===== config.mk =====
export PLATFORM = sky130hd
export DESIGN_NAME = cosim_multi_pop_fifo
export DESIGN_NICKNAME = d
export VERILOG_FILES = /design/src/rtl/cosim_pkg.sv /design/src/rtl/cosim_multi_pop_fifo.sv
export SDC_FILE = /design/constraint.sdc
export NUM_CORES = 2
export LEC_CHECK = 0
export CAP_MARGIN = 10
export CORE_UTILIZATION = 60
export CTS_CLUSTER_SIZE = 14
export DETAILED_ROUTE_END_ITERATION = 12
export PLACE_DENSITY_LB_ADDON = 0.12
export SLEW_MARGIN = 5
export SYNTH_ARGS = -nofsm -noshare
export SYNTH_HDL_FRONTEND = slang
export SYNTH_SLANG_ARGS = --single-unit

===== constraint.sdc =====
create_clock -name clk_i -period 7.4 [get_ports clk_i]
set_input_delay 1.11 -clock clk_i [delete_from_list [all_inputs] [get_ports clk_i]]
set_output_delay 1.11 -clock clk_i [all_outputs]
set_load 0.005 [all_outputs]

===== src/rtl/cosim_pkg.sv =====
// Shared types for the co-simulation commit checker: reference log item, key type codes, checker FSM states.
// Pure declarations; no timing or flow-control behaviour of its own.
package cosim_pkg;

   localparam int KEY_W = 64;
   localparam int VAL_W = 128;

   // Low nibble of a register key encodes the register class.
   localparam logic [3:0] REG_KEY_TYPE_CSR = 4'b0100;

   typedef struct packed {
      logic [KEY_W-1:0] key;
      logic [VAL_W-1:0] value;
   } commit_log_reg_item_t;

   typedef enum logic {
      RUN  = 1'b0,
      HALT = 1'b1
   } checker_state_e;

endpackage


===== src/rtl/cosim_multi_pop_fifo.sv =====
// Circular FIFO with one push and 0..PopW pops per cycle, exposing the PopW head entries; 0-cycle read, 1-cycle write.
// No internal backpressure: caller pushes only when count_o < Depth and pops no more than count_o.
module cosim_multi_pop_fifo
   import cosim_pkg::*;
#(
   parameter int  Depth = 16,
   parameter int  PopW  = 2,
   parameter type item_t = commit_log_reg_item_t
) (
   input  logic                          clk_i,
   input  logic                          rst_i,
   input  logic                          push_i,
   input  item_t                         push_item_i,
   input  logic [$clog2(PopW+1)-1:0]     pop_cnt_i,
   output item_t                         head_o [PopW],
   output logic [$clog2(Depth):0]        count_o
);

   localparam int AW = $clog2(Depth);

   item_t          r_mem [Depth];
   logic [AW-1:0]  r_head;
   logic [AW-1:0]  r_tail;
   logic [AW:0]    r_count;

   always_ff @(posedge clk_i) begin
      if (rst_i) begin
         r_head  <= '0;
         r_tail  <= '0;
         r_count <= '0;
      end else begin
         if (push_i) begin
            r_tail <= r_tail + AW'(1);
         end
         r_head  <= r_head + AW'(pop_cnt_i);
         r_count <= r_count + (AW+1)'(push_i) - (AW+1)'(pop_cnt_i);
      end
   end

   // Storage needs no reset: entries are only observed once count covers them.
   always_ff @(posedge clk_i) begin
      if (push_i) begin
         r_mem[r_tail] <= push_item_i;
      end
   end

   always_comb begin
      for (int i = 0; i < PopW; i++) begin
         head_o[i] = r_mem[r_head + AW'(i)];
      end
   end

   assign count_o = r_count;

endmodule


# After elaboration in Yosys (flattened, before gate mapping)
# Memory sizes are Yosys's and may differ from the RTL's. A register that Yosys moved wholly into a read port is not among the register bits.
# Index checks and enable logic that the tools add are counted.
# word_totals
register_bits,13
ramBits,3072
inputBits,197
out_inout_bits,389
word_cells,12
mem_count,1
# memory_table
memory,words,width,rd,rd_ports_with_merged_regs,wr,line_no,rtl
r_mem,16,192,2,1,1,cosim_multi_pop_fifo.sv:21,item_t r_mem [Depth];
# classes
add_sub_neg,5
mux,3
# op_table
cell,count
4-bit by 1-bit adder with 4-bit output (second input constant),2
5-bit by 1-bit adder with 5-bit output,1
5-bit by 2-bit subtractor with 5-bit output,1
4-bit by 2-bit adder with 4-bit output,1
4-bit 2-to-1 mux,1
1-bit 2-to-1 mux,2

# Logic depth before layout (Yosys ltp)
# depth
word_depth,2
ltp_mapped,9
mapped_depth_nobuf,9

# Least setup slack after synthesis
# Ideal clock, no wire load.
# synth_timing
path_type,in2reg
from,input port push_i
to,memory r_mem[0][0] (netlist name) (enable)
setup_ps,575
t_arrival_ps,6071
required_ps,6825
setup_slack_ps,754
stages,3
path_buffers,1
path_cell_list,clkbuf_1 -> nor3b_1 -> and2_1
# synth_between
elab_chain_cells,2
# synth_rtl
element,line_no,rtl
from (decl),cosim_multi_pop_fifo.sv:12,"input logic push_i,"
1-bit 2-to-1 mux,cosim_multi_pop_fifo.sv:42,if (push_i) begin
1-bit 2-to-1 mux (implied by the code),cosim_multi_pop_fifo.sv:43,r_mem[r_tail] <= push_item_i;
to (decl),cosim_multi_pop_fifo.sv:21,
# No other way between the ends.

==> impl_metrics.tcl <==
set metrics [dict create \
    numPortBuffers 585 \
    dp_hpwl_mm 200 \
    clk_latency_ns 0.93 \
    cp-end-kind "primary output" \
    io_pins 586 \
    ys_seq_area_frac 0.656 \
    ys_warn_count 0 \
    cts_root_buffer "clkbuf_16" \
    place.gp.congestion 0.815 \
    leakage_nw 50.4 \
    timing.fmax_ghz 0.154 \
    startpoint "r_head[0]$_SDFF_PP0_" \
    netlist_area_sq_um 141000 \
    rsz0062_at_grt "false" \
    dieArea_sq_um 237000 \
    ys_ff_latch 3085 \
    syn_to_final_growth_pct 13.6 \
    worstSetupStartpointType "flip-flop" \
    cts_resized 0 \
    grt_pass1_wl_mm 567 \
    highest_layer "met5" \
    max_cap_viol_count 0 \
    die_height_um 487 \
    setup_viol 0 \
    relSlewSlack 0.155 \
    synthArstFlopShare 0 \
    clock_path_buffers 4 \
    whs_ns 0.569 \
    rrSetupSlack_ns 4.50 \
    route.met2.wl_mm 185 \
    fillers 14800 \
    m1WireLength_mm 146 \
    cts_tree "done" \
    core_sq_um 233000 \
    antenna_found_initial 57 \
    grt_pass1_vias 84700 \
    required_ns 6.29 \
    peakVddDrop_mv 0.297 \
    synthCells 7752 \
    grt-ovfl-total 0 \
    r2r_start "r_tail[3]$_SDFFE_PP0P_" \
    fin_crit_sh 0.880 \
    place_inst 11000 \
    final_cell_mix "edfxtp_1, mux4_2, mux2i_1, nand2_1, clkdlybuf4s50_1" \
    wirelength_mm 392 \
    cp-endpoint "head_o[142]" \
    setup_tns_ns 0 \
    path_clk_slew_ns 0.06 \
    fin_worst_skew_ns 0.0280 \
    cts_htree_levels 5 \
    fp.dieW_um 487 \
    drt_iter0_drc 9862 \
    worstPathMaxFanout 47 \
    avgSynthCellArea_sq_um 18.2 \
    critPathArrivalTime_ns 5.40 \
    synth_edf_count 3072 \
    r2r-end "r_mem[1][90]$_DFFE_PP_" \
    drv_slew 0 \
    drive_gt1_frac 0.201 \
    drtPass1Iterations 8 \
    min_period_ns 6.51 \
    syn_nets 7964 \
    mostFrequentLayoutCell "edfxtp_1" \
    status "finished clean" \
    start_util 0.605 \
    final_hold_viol_count 0 \
    cts_setup_buffers 0 \
    met3_length_mm 42.8 \
    nNetsFinal 8387 \
    grt_max_degree 171 \
    wire_per_inst_um 33.9 \
    ys.flop_type "edfxtp_1" \
    hold_class "flip-flop to flip-flop" \
    fin_cells 11600 \
    numCtsBuffers 331 \
    drc 0 \
    clock-sinks 3085 \
    r2r_cells 3 \
    crit_type "flip-flop to primary output" \
    hold_buffers 0 \
    vias 83600 \
    num_rows 177 \
    viasPerCell 7.22 \
    max_slew.worst_pin.slew_ns 1.27 \
    track_usage 0.330 \
    postRouteAntennaNets 0 \
    cellPowerDensity_nw_per_um2 279 \
    synth_cell_types 31 \
]
sequential cells by signal (all words and copies together) (netlist names):
name / flops
r_head: 4
r_tail: 4
count_o: 5
r_mem: 3072
critical path, cell delays in order, from the launching register on:
cell,delay (ns)
dfxtp_4,0.78
ha_4,0.70
buf_4,0.69
buf_4,0.75
mux4_2,0.42
mux4_2,0.48
clkdlybuf4s50_1,0.48
kinds of logic after synthesis:
family	synth area share
simple gates	0.0298
flops	0.656
mux	0.236
fa+ha+maj	0.00144
xor+xnor	0.000798
compound gates	0.0547
buf+inv	0.0215
layer usage:
layer  track usage  vias to the layer above
met4         0.142                       50
met2         0.513                     5065
met3        0.0796                      953
met1         0.450                    43800
li1              -                    33700
met5             0                        -
Yosys cell counts, types with 74 or more instances:
cell	count	area share
edfxtp_1	3072	0.65
mux4_2	1101	0.18
mux2i_1	850	0.060
nand2_1	843	0.022
a221oi_1	384	0.024
clkbuf_1	276	0.0073
buf_2	209	0.0074
a22oi_1	192	0.010
o21ai_0	192	0.0068
nand3_1	163	0.0058
a21oi_1	84	0.0030
a32oi_1	81	0.0050
a41o_1	81	0.0057
buf_4	74	0.0039
where the power goes:
part / switching (W) / internal, W
clock: 0.00662 / 0.00950
sequential: 0.000147 / 0.0195
combinational: 0.00477 / 0.00425
total: 0.0115 / 0.0332
per-stage QoR:
stage	instance area, sq um	util	total power (W)	setup slack [ns]
finish	160000	0.687	0.0448	0.890
global route	160000	0.687	0.0460	0.756
CTS	160000	0.687	0.0449	0.897
detailed placement	150000	0.642	0.0289	1.84
global placement	150000	0.642	0.0288	1.89
floorplan	141000	-	0.0251	0.754
worst min path at each step:
stage	slack [ns]	startpoint	to	depth (start not counted)
3_3_place_gp	0.56	r_tail[3]$_SDFFE_PP0P_	r_tail[3]$_SDFFE_PP0P_	2
4_1_cts	0.57	r_tail[1]$_SDFFE_PP0P_	r_tail[1]$_SDFFE_PP0P_	2
6_report	0.57	r_tail[1]$_SDFFE_PP0P_	r_tail[1]$_SDFFE_PP0P_	2
2_1_floorplan	0.53	r_tail[1]$_SDFFE_PP0P_	r_tail[1]$_SDFFE_PP0P_	2
3_5_place_dp	0.56	r_tail[1]$_SDFFE_PP0P_	r_tail[1]$_SDFFE_PP0P_	2
5_1_grt	0.62	r_tail[0]$_SDFFE_PP0P_	r_tail[0]$_SDFFE_PP0P_	2
area by class of cell:
class / instances / area [sq um] / area share
Clock buffer: 400 / 8650 / 0.0540
Multi-Input combinational cell: 4041 / 45700 / 0.285
Tap cell: 3132 / 3920 / 0.0245
Sequential cell: 3085 / 92500 / 0.577
Clock inverter: 175 / 1740 / 0.0109
Inverter: 9 / 41.3 / 0.000258
Antenna cell: 31 / 77.6 / 0.000484
Timing Repair Buffer: 707 / 7630 / 0.0476
Note: power is estimated with default switching activity, not from simulation.
